**src/rtl/ssd_pkg.sv**
```systemverilog
// Shared types and constants for the seven-segment scan controller.
// Latency: n/a (package only).
// Backpressure: n/a.
//
// Contents: scan FSM state enum, all-dark anode/segment codes, the 16-entry
// hex-to-segment table (gfedcba, active-low) and a small integer max helper.
package ssd_pkg;

  typedef enum logic [1:0] {
    IDLE = 2'd0,
    DEAD = 2'd1,
    SHOW = 2'd2
  } state_e;

  localparam logic [6:0] SEG_OFF = 7'h7F;
  localparam logic [3:0] AN_OFF  = 4'hF;

  // Index 0 is the rightmost 7-bit slice: entry n is the pattern for hex n.
  localparam logic [15:0][6:0] HEX_SEG = {
    7'h0E, 7'h06, 7'h21, 7'h46,   // F E d C
    7'h03, 7'h08, 7'h10, 7'h00,   // b A 9 8
    7'h78, 7'h02, 7'h12, 7'h19,   // 7 6 5 4
    7'h30, 7'h24, 7'h79, 7'h40    // 3 2 1 0
  };

  function automatic int max_int(input int a, input int b);
    return (a > b) ? a : b;
  endfunction

endpackage

```
**src/rtl/ssd_hex_decode.sv**
```systemverilog
// Hex nibble to active-low seven-segment pattern (gfedcba, seg[0] = a).
// Latency: purely combinational, zero cycles.
// Backpressure: none; output follows input continuously.
//
// Ports:
//   nib - hex digit to display
//   seg - active-low segment pattern from the package table
module ssd_hex_decode
  import ssd_pkg::*;
(
  input  logic [3:0] nib,
  output logic [6:0] seg
);

  always_comb begin
    seg = HEX_SEG[nib];
  end

endmodule

```
**src/rtl/ssd_scan_ctrl.sv**
```systemverilog
// Time-multiplexed 4-digit seven-segment scanner with dead-time and leading-zero blanking.
// Latency: nibble sampled on the last DEAD cycle, shown from the next cycle for REFRESH_DIV cycles.
// Backpressure: none; Enable low darkens the display on the next cycle and restarts at digit 3.
//
// Ports:
//   Clock, Resetn     - rising-edge clock, synchronous active-low reset
//   Enable            - 1 = scan, 0 = dark (IDLE)
//   Lz_En             - suppress leading zeros on digits 3..1
//   W, X, Y, Z        - nibble bits 3..0 returned by the external 4:1 mux
//   S1, S0            - registered digit select driving that mux
//   An                - active-low digit anodes, An[i] = digit i
//   Seg               - active-low segments gfedcba
//   Frame_Tick        - one-cycle pulse on the last SHOW cycle of digit 0
module ssd_scan_ctrl
  import ssd_pkg::*;
#(
  parameter int REFRESH_DIV = 50000,
  parameter int DEAD_CYCLES = 500
) (
  input  logic       Clock,
  input  logic       Resetn,
  input  logic       Enable,
  input  logic       Lz_En,
  input  logic       W,
  input  logic       X,
  input  logic       Y,
  input  logic       Z,
  output logic       S1,
  output logic       S0,
  output logic [3:0] An,
  output logic [6:0] Seg,
  output logic       Frame_Tick
);

  localparam int CNT_W = $clog2(max_int(REFRESH_DIV, DEAD_CYCLES)) + 1;
  localparam logic [CNT_W-1:0] DEAD_LAST = CNT_W'(DEAD_CYCLES - 1);
  localparam logic [CNT_W-1:0] SHOW_LAST = CNT_W'(REFRESH_DIV - 1);
  localparam logic [1:0]       SEL_TOP   = 2'd3;

  state_e           state_q,   state_d;
  logic [CNT_W-1:0] cnt_q,     cnt_d;
  logic [1:0]       sel_q,     sel_d;
  logic [3:0]       nib_q,     nib_d;
  logic             blank_q,   blank_d;
  logic             seen_nz_q, seen_nz_d;

  logic [3:0] nib_in;
  logic [6:0] dec_seg;
  logic       dead_last;
  logic       show_last;

  assign nib_in    = {W, X, Y, Z};
  assign dead_last = (cnt_q == DEAD_LAST);
  assign show_last = (cnt_q == SHOW_LAST);

  ssd_hex_decode u_hex_decode (
    .nib (nib_q),
    .seg (dec_seg)
  );

  // Next-state logic. Every state change clears the counter; within a state
  // the counter stops at that state's last count, so it never wraps.
  always_comb begin
    state_d   = state_q;
    cnt_d     = cnt_q;
    sel_d     = sel_q;
    nib_d     = nib_q;
    blank_d   = blank_q;
    seen_nz_d = seen_nz_q;

    unique case (state_q)
      IDLE: begin
        cnt_d = '0;
        sel_d = SEL_TOP;
        if (Enable) begin
          // New frame starts at digit 3 with no non-zero digit seen yet.
          state_d   = DEAD;
          seen_nz_d = 1'b0;
        end
      end

      DEAD: begin
        if (!Enable) begin
          state_d   = IDLE;
          cnt_d     = '0;
          sel_d     = SEL_TOP;
          seen_nz_d = 1'b0;
        end else if (dead_last) begin
          // The select has been stable for the whole dead interval, so the
          // external mux output has settled; capture it with Lz_En.
          state_d   = SHOW;
          cnt_d     = '0;
          nib_d     = nib_in;
          blank_d   = Lz_En && !seen_nz_q && (nib_in == 4'd0) && (sel_q != 2'd0);
          seen_nz_d = seen_nz_q || (nib_in != 4'd0);
        end else begin
          cnt_d = cnt_q + CNT_W'(1);
        end
      end

      SHOW: begin
        if (!Enable) begin
          state_d   = IDLE;
          cnt_d     = '0;
          sel_d     = SEL_TOP;
          seen_nz_d = 1'b0;
        end else if (show_last) begin
          // Move to the next lower digit; 0 wraps to 3, which opens a new
          // frame and restarts leading-zero tracking.
          state_d = DEAD;
          cnt_d   = '0;
          sel_d   = 2'(sel_q - 2'd1);
          if (sel_q == 2'd0) begin
            seen_nz_d = 1'b0;
          end
        end else begin
          cnt_d = cnt_q + CNT_W'(1);
        end
      end

      default: begin
        state_d   = IDLE;
        cnt_d     = '0;
        sel_d     = SEL_TOP;
        seen_nz_d = 1'b0;
      end
    endcase
  end

  always_ff @(posedge Clock) begin
    if (!Resetn) begin
      state_q   <= IDLE;
      cnt_q     <= '0;
      sel_q     <= SEL_TOP;
      nib_q     <= 4'd0;
      blank_q   <= 1'b0;
      seen_nz_q <= 1'b0;
    end else begin
      state_q   <= state_d;
      cnt_q     <= cnt_d;
      sel_q     <= sel_d;
      nib_q     <= nib_d;
      blank_q   <= blank_d;
      seen_nz_q <= seen_nz_d;
    end
  end

  // Outputs decode directly from registered state, so anodes only light
  // while in SHOW and stay dark across the whole dead interval.
  always_comb begin
    S1         = sel_q[1];
    S0         = sel_q[0];
    An         = AN_OFF;
    Seg        = SEG_OFF;
    Frame_Tick = 1'b0;
    if (state_q == SHOW) begin
      An         = ~(4'b0001 << sel_q);
      Seg        = blank_q ? SEG_OFF : dec_seg;
      Frame_Tick = (sel_q == 2'd0) && show_last;
    end
  end

endmodule

```
**config.mk**
```make
export PLATFORM = sky130hd
export DESIGN_NAME = ssd_scan_ctrl
export DESIGN_NICKNAME = d
export VERILOG_FILES = /design/src/rtl/ssd_pkg.sv /design/src/rtl/ssd_hex_decode.sv /design/src/rtl/ssd_scan_ctrl.sv
export SDC_FILE = /design/constraint.sdc
export NUM_CORES = 1
export LEC_CHECK = 0
export ABC_AREA = 1
export BUFFER_PORTS_ARGS = -buffer_cell sky130_fd_sc_hd__clkbuf_2
export CAP_MARGIN = 10
export CORE_ASPECT_RATIO = 1.1
export CORE_MARGIN = 4
export CORE_UTILIZATION = 45
export CTS_CLUSTER_DIAMETER = 100
export DETAILED_ROUTE_END_ITERATION = 6
export GPL_TIMING_DRIVEN = 0
export PLACE_DENSITY = 0.67
export SLEW_MARGIN = 20
export SYNTH_ARGS = -nofsm -noshare
export SYNTH_HDL_FRONTEND = slang
export SYNTH_SLANG_ARGS = --single-unit
```
**constraint.sdc**
```tcl
create_clock -name Clock -period 5.1 [get_ports Clock]
set_clock_uncertainty 0.1 [all_clocks]
set_input_delay 0 -clock Clock [delete_from_list [all_inputs] [get_ports Clock]]
set_output_delay 0 -clock Clock [all_outputs]
set_load 0.05 [all_outputs]
```
==> flow_summary.toml <==
[critical_path]
reg2reg_depth = 11
worstPathRequired_ps = 5180
crit_type = "register to register"
crit_start = "cnt_q[0]"
crit_fanout = 7
slowest_delay_ps = 350
slowest_stage = "dfxtp_1"
cp-start-kind = "register"
critPathCaptureType = "register"
reg2reg_to = "dec_seg[3]"
rrSetupSlack_ps = 2780
arrival_ps = 2410
crit_path_cell_trace = "ha_1 -> nand3_1 -> nor2_8 -> nand3_4 -> nand2_1 -> nand3_1 -> ha_1 -> inv_1 -> nand4_1 -> nand3_2 -> nand2_1"
rr_startpoint = "cnt_q[0]"

[timing]
fin_crit_sh_pct = 45.6
holdWs_ps = 23.9
slew-limit-headroom_pct = 73.3
slew_violations = 0
setup_slack_ps = 2780
fin_crit_ps = 2320
finalSetupViolations = 0
fmax_mhz = 430
final.setup.tns_ps = 0
worstMarginPinSlew_ps = 401
rsz0062_at_grt = "false"
finalHoldViolCount = 0

[drt]
antenna_left = 0
via_count = 1830
drcViolationCount = 0
wl_per_cell_um = 10.8
firstDrtPassIters = 4
vias_per_cell = 4.95
drt_iter0_markers = 100
routed_wl_um = 4010

[synthesis]
synth_top_cell_area_share_pct = 32.7
synthCells = 286
synth_area_per_cell_um2 = 7.29
synth.distinct_cells = 33
yosys-top-cells-area = "dfxtp_1, nand2_1, ha_1"
synth_seq_cells = 34
yosysWarnings = 0
synth_top_cell_by_area = "dfxtp_1"
syn_area_um2 = 2080
synth_seq_area_share_pct = 32.7
mappedNetlistNets = 309

[cts]
cts.repair.resized = 0
post_cts_buffers = 0
cts_made_buffers = 5
clk_pin_slew_ps = 70
cts_max_path_buffers = 2
clkLatencyLatePin_ps = 290
clockRootBuffer = "clkbuf_8"
htreeDepth = 2
cts_tree = "built"
numClockSinks = 34

[power_and_ir_drop]
total_power_mw = 0.539
p_int_mw = 0.386
p_sw_mw = 0.153
cellLeakagePower_nw = 1.08
vdd_drop_max_mv = 0.116
combPwrFrac_pct = 14.2
pwr_density_cell_nw_per_um2 = 228
p_clk_share_pct = 34.5
p_sw_share_pct = 28.4
p_seq_share_pct = 51.3

[hold_path]
worstHoldPathCells = 5
hold_start = "Z"
hold_path_end = "nib_q[0]"
hold_path_class = "input port to register"

[layout]
drive_gt1_share_pct = 17.4
syn_to_final_growth_pct = 13.3
layoutNonFillerInstCount = 370
final_core_util_pct = 53.9
fill_cells = 462
antenna_cells = 0
stdcell_area_um2 = 2360
fin_nets = 339
seq_area_um2 = 681
multi_input_area_um2 = 1230

[placed_design]
hpwl_um = 3140
placed_area_um2 = 2250
placed_cells = 360
portBuffers = 20
pre_cts_ws_ps = 2780
gp_congestion = 0.844

[global_routing]
track_usage_pct = 15.7
grt_pass1_wl_um = 7250
antenna_found_initial = 0
overflow = 0
grt_pass1_vias = 1699
grt_max_degree = 11

[floorplanning]
start_util_pct = 47.6
die_x_um = 72.9
dieArea_um2 = 5790
row_count = 25
ios = 22
core_um2 = 4380
die_y_um = 79.4

[job]
drv_cap = 0

[outcome]
outcome = "complete, no violations"
==> cells by family after synthesis <==
| kind of cell | synth area share (%) |
|---|---|
| AOI/OAI and AO/OA | 4.44 |
| and+or+nand+nor | 42.4 |
| adders and majority gates | 9.00 |
| DFF | 32.7 |
| xor gates and xnor gates | 3.36 |
| buffers and inverters | 8.16 |
==> state kept, by name, summed over array words and instances, names as in the netlist <==
name and count:
sel_q 2, nib_q 4, cnt_q 17, dec_seg 7, seen_nz_q 1, state_q 2, blank_q 1
==> worst max-delay path by stage <==
stage,end,slack (ps),cells after the start
floorplan,dec_seg[3],3010,12
global placement,dec_seg[3],2790,11
detailed placement,dec_seg[3],2780,11
CTS,dec_seg[3],2750,11
global route,dec_seg[5],2540,12
finish,dec_seg[3],2780,11
==> power by group through the flow <==
| stage | registers (mW) | clock network, mW | logic [mW] |
|---|---|---|---|
| after global routing | 0.277 | 0.208 | 0.0860 |
| after global placement | 0.282 | 0 | 0.0746 |
| after detailed placement | 0.283 | 0 | 0.0755 |
| final | 0.277 | 0.186 | 0.0764 |
| after CTS | 0.277 | 0.192 | 0.0771 |
| after floorplan | 0.287 | 0 | 0.0539 |
==> critical path, delay by kind of cell, from the launching register on <==
family / cells / cell delay (ps)
AND/OR/NAND/NOR: 8 / 1120
buffers and inverters: 1 / 90
flip-flops: 1 / 350
adder cells (fa/ha/maj): 2 / 550
==> repair_timing <==
item                                   CTS  global route
endpoints found under the hold margin    3             0
hold buffers                             3             0
setup endpoints to repair                0             0
==> cell type report <==
type / count / share of cell area (%)
multi-input combinational: 210 / 52.3
sequential: 34 / 28.8
inverter: 36 / 5.88
timing repair buffer: 23 / 5.51
clock buffer: 5 / 2.91
tap: 54 / 2.86
buffer: 6 / 1.32
clock inverter: 2 / 0.424
==> cell usage in the layout, fill, tap and decap left out, drive strengths merged, types with 4 or more instances in the layout <==
cell,instances
a21oi,7
nor3,6
clkbuf,28
dfxtp,34
nand3,22
xnor2,4
nand2,74
o21ai,6
ha,15
inv,35
nand4,14
nor2,49
xor2,4
==> synth_stat cells (all sizes together) <==
master	instances
nor4	2
or2	1
o22ai	2
buf	3
inv	35
clkbuf	3
nor2	49
nand3	22
nand4	14
a21oi	7
nor3	6
nand3b	2
clkinv	1
ha	15
nand2	74
xor2	4
dfxtp	34
o21ai	6
xnor2	4
o211ai	2
==> layer usage <==
layer / track usage [%] / wire length (µm) / share of wire, %
met4: 7.38 / 78 / 1.9
met2: 25.6 / 1890 / 47
met3: 3.27 / 106 / 2.6
met5: 0 / 0 / 0
met1: 19.6 / 1940 / 48
Note: power is estimated with default switching activity, not from simulation.
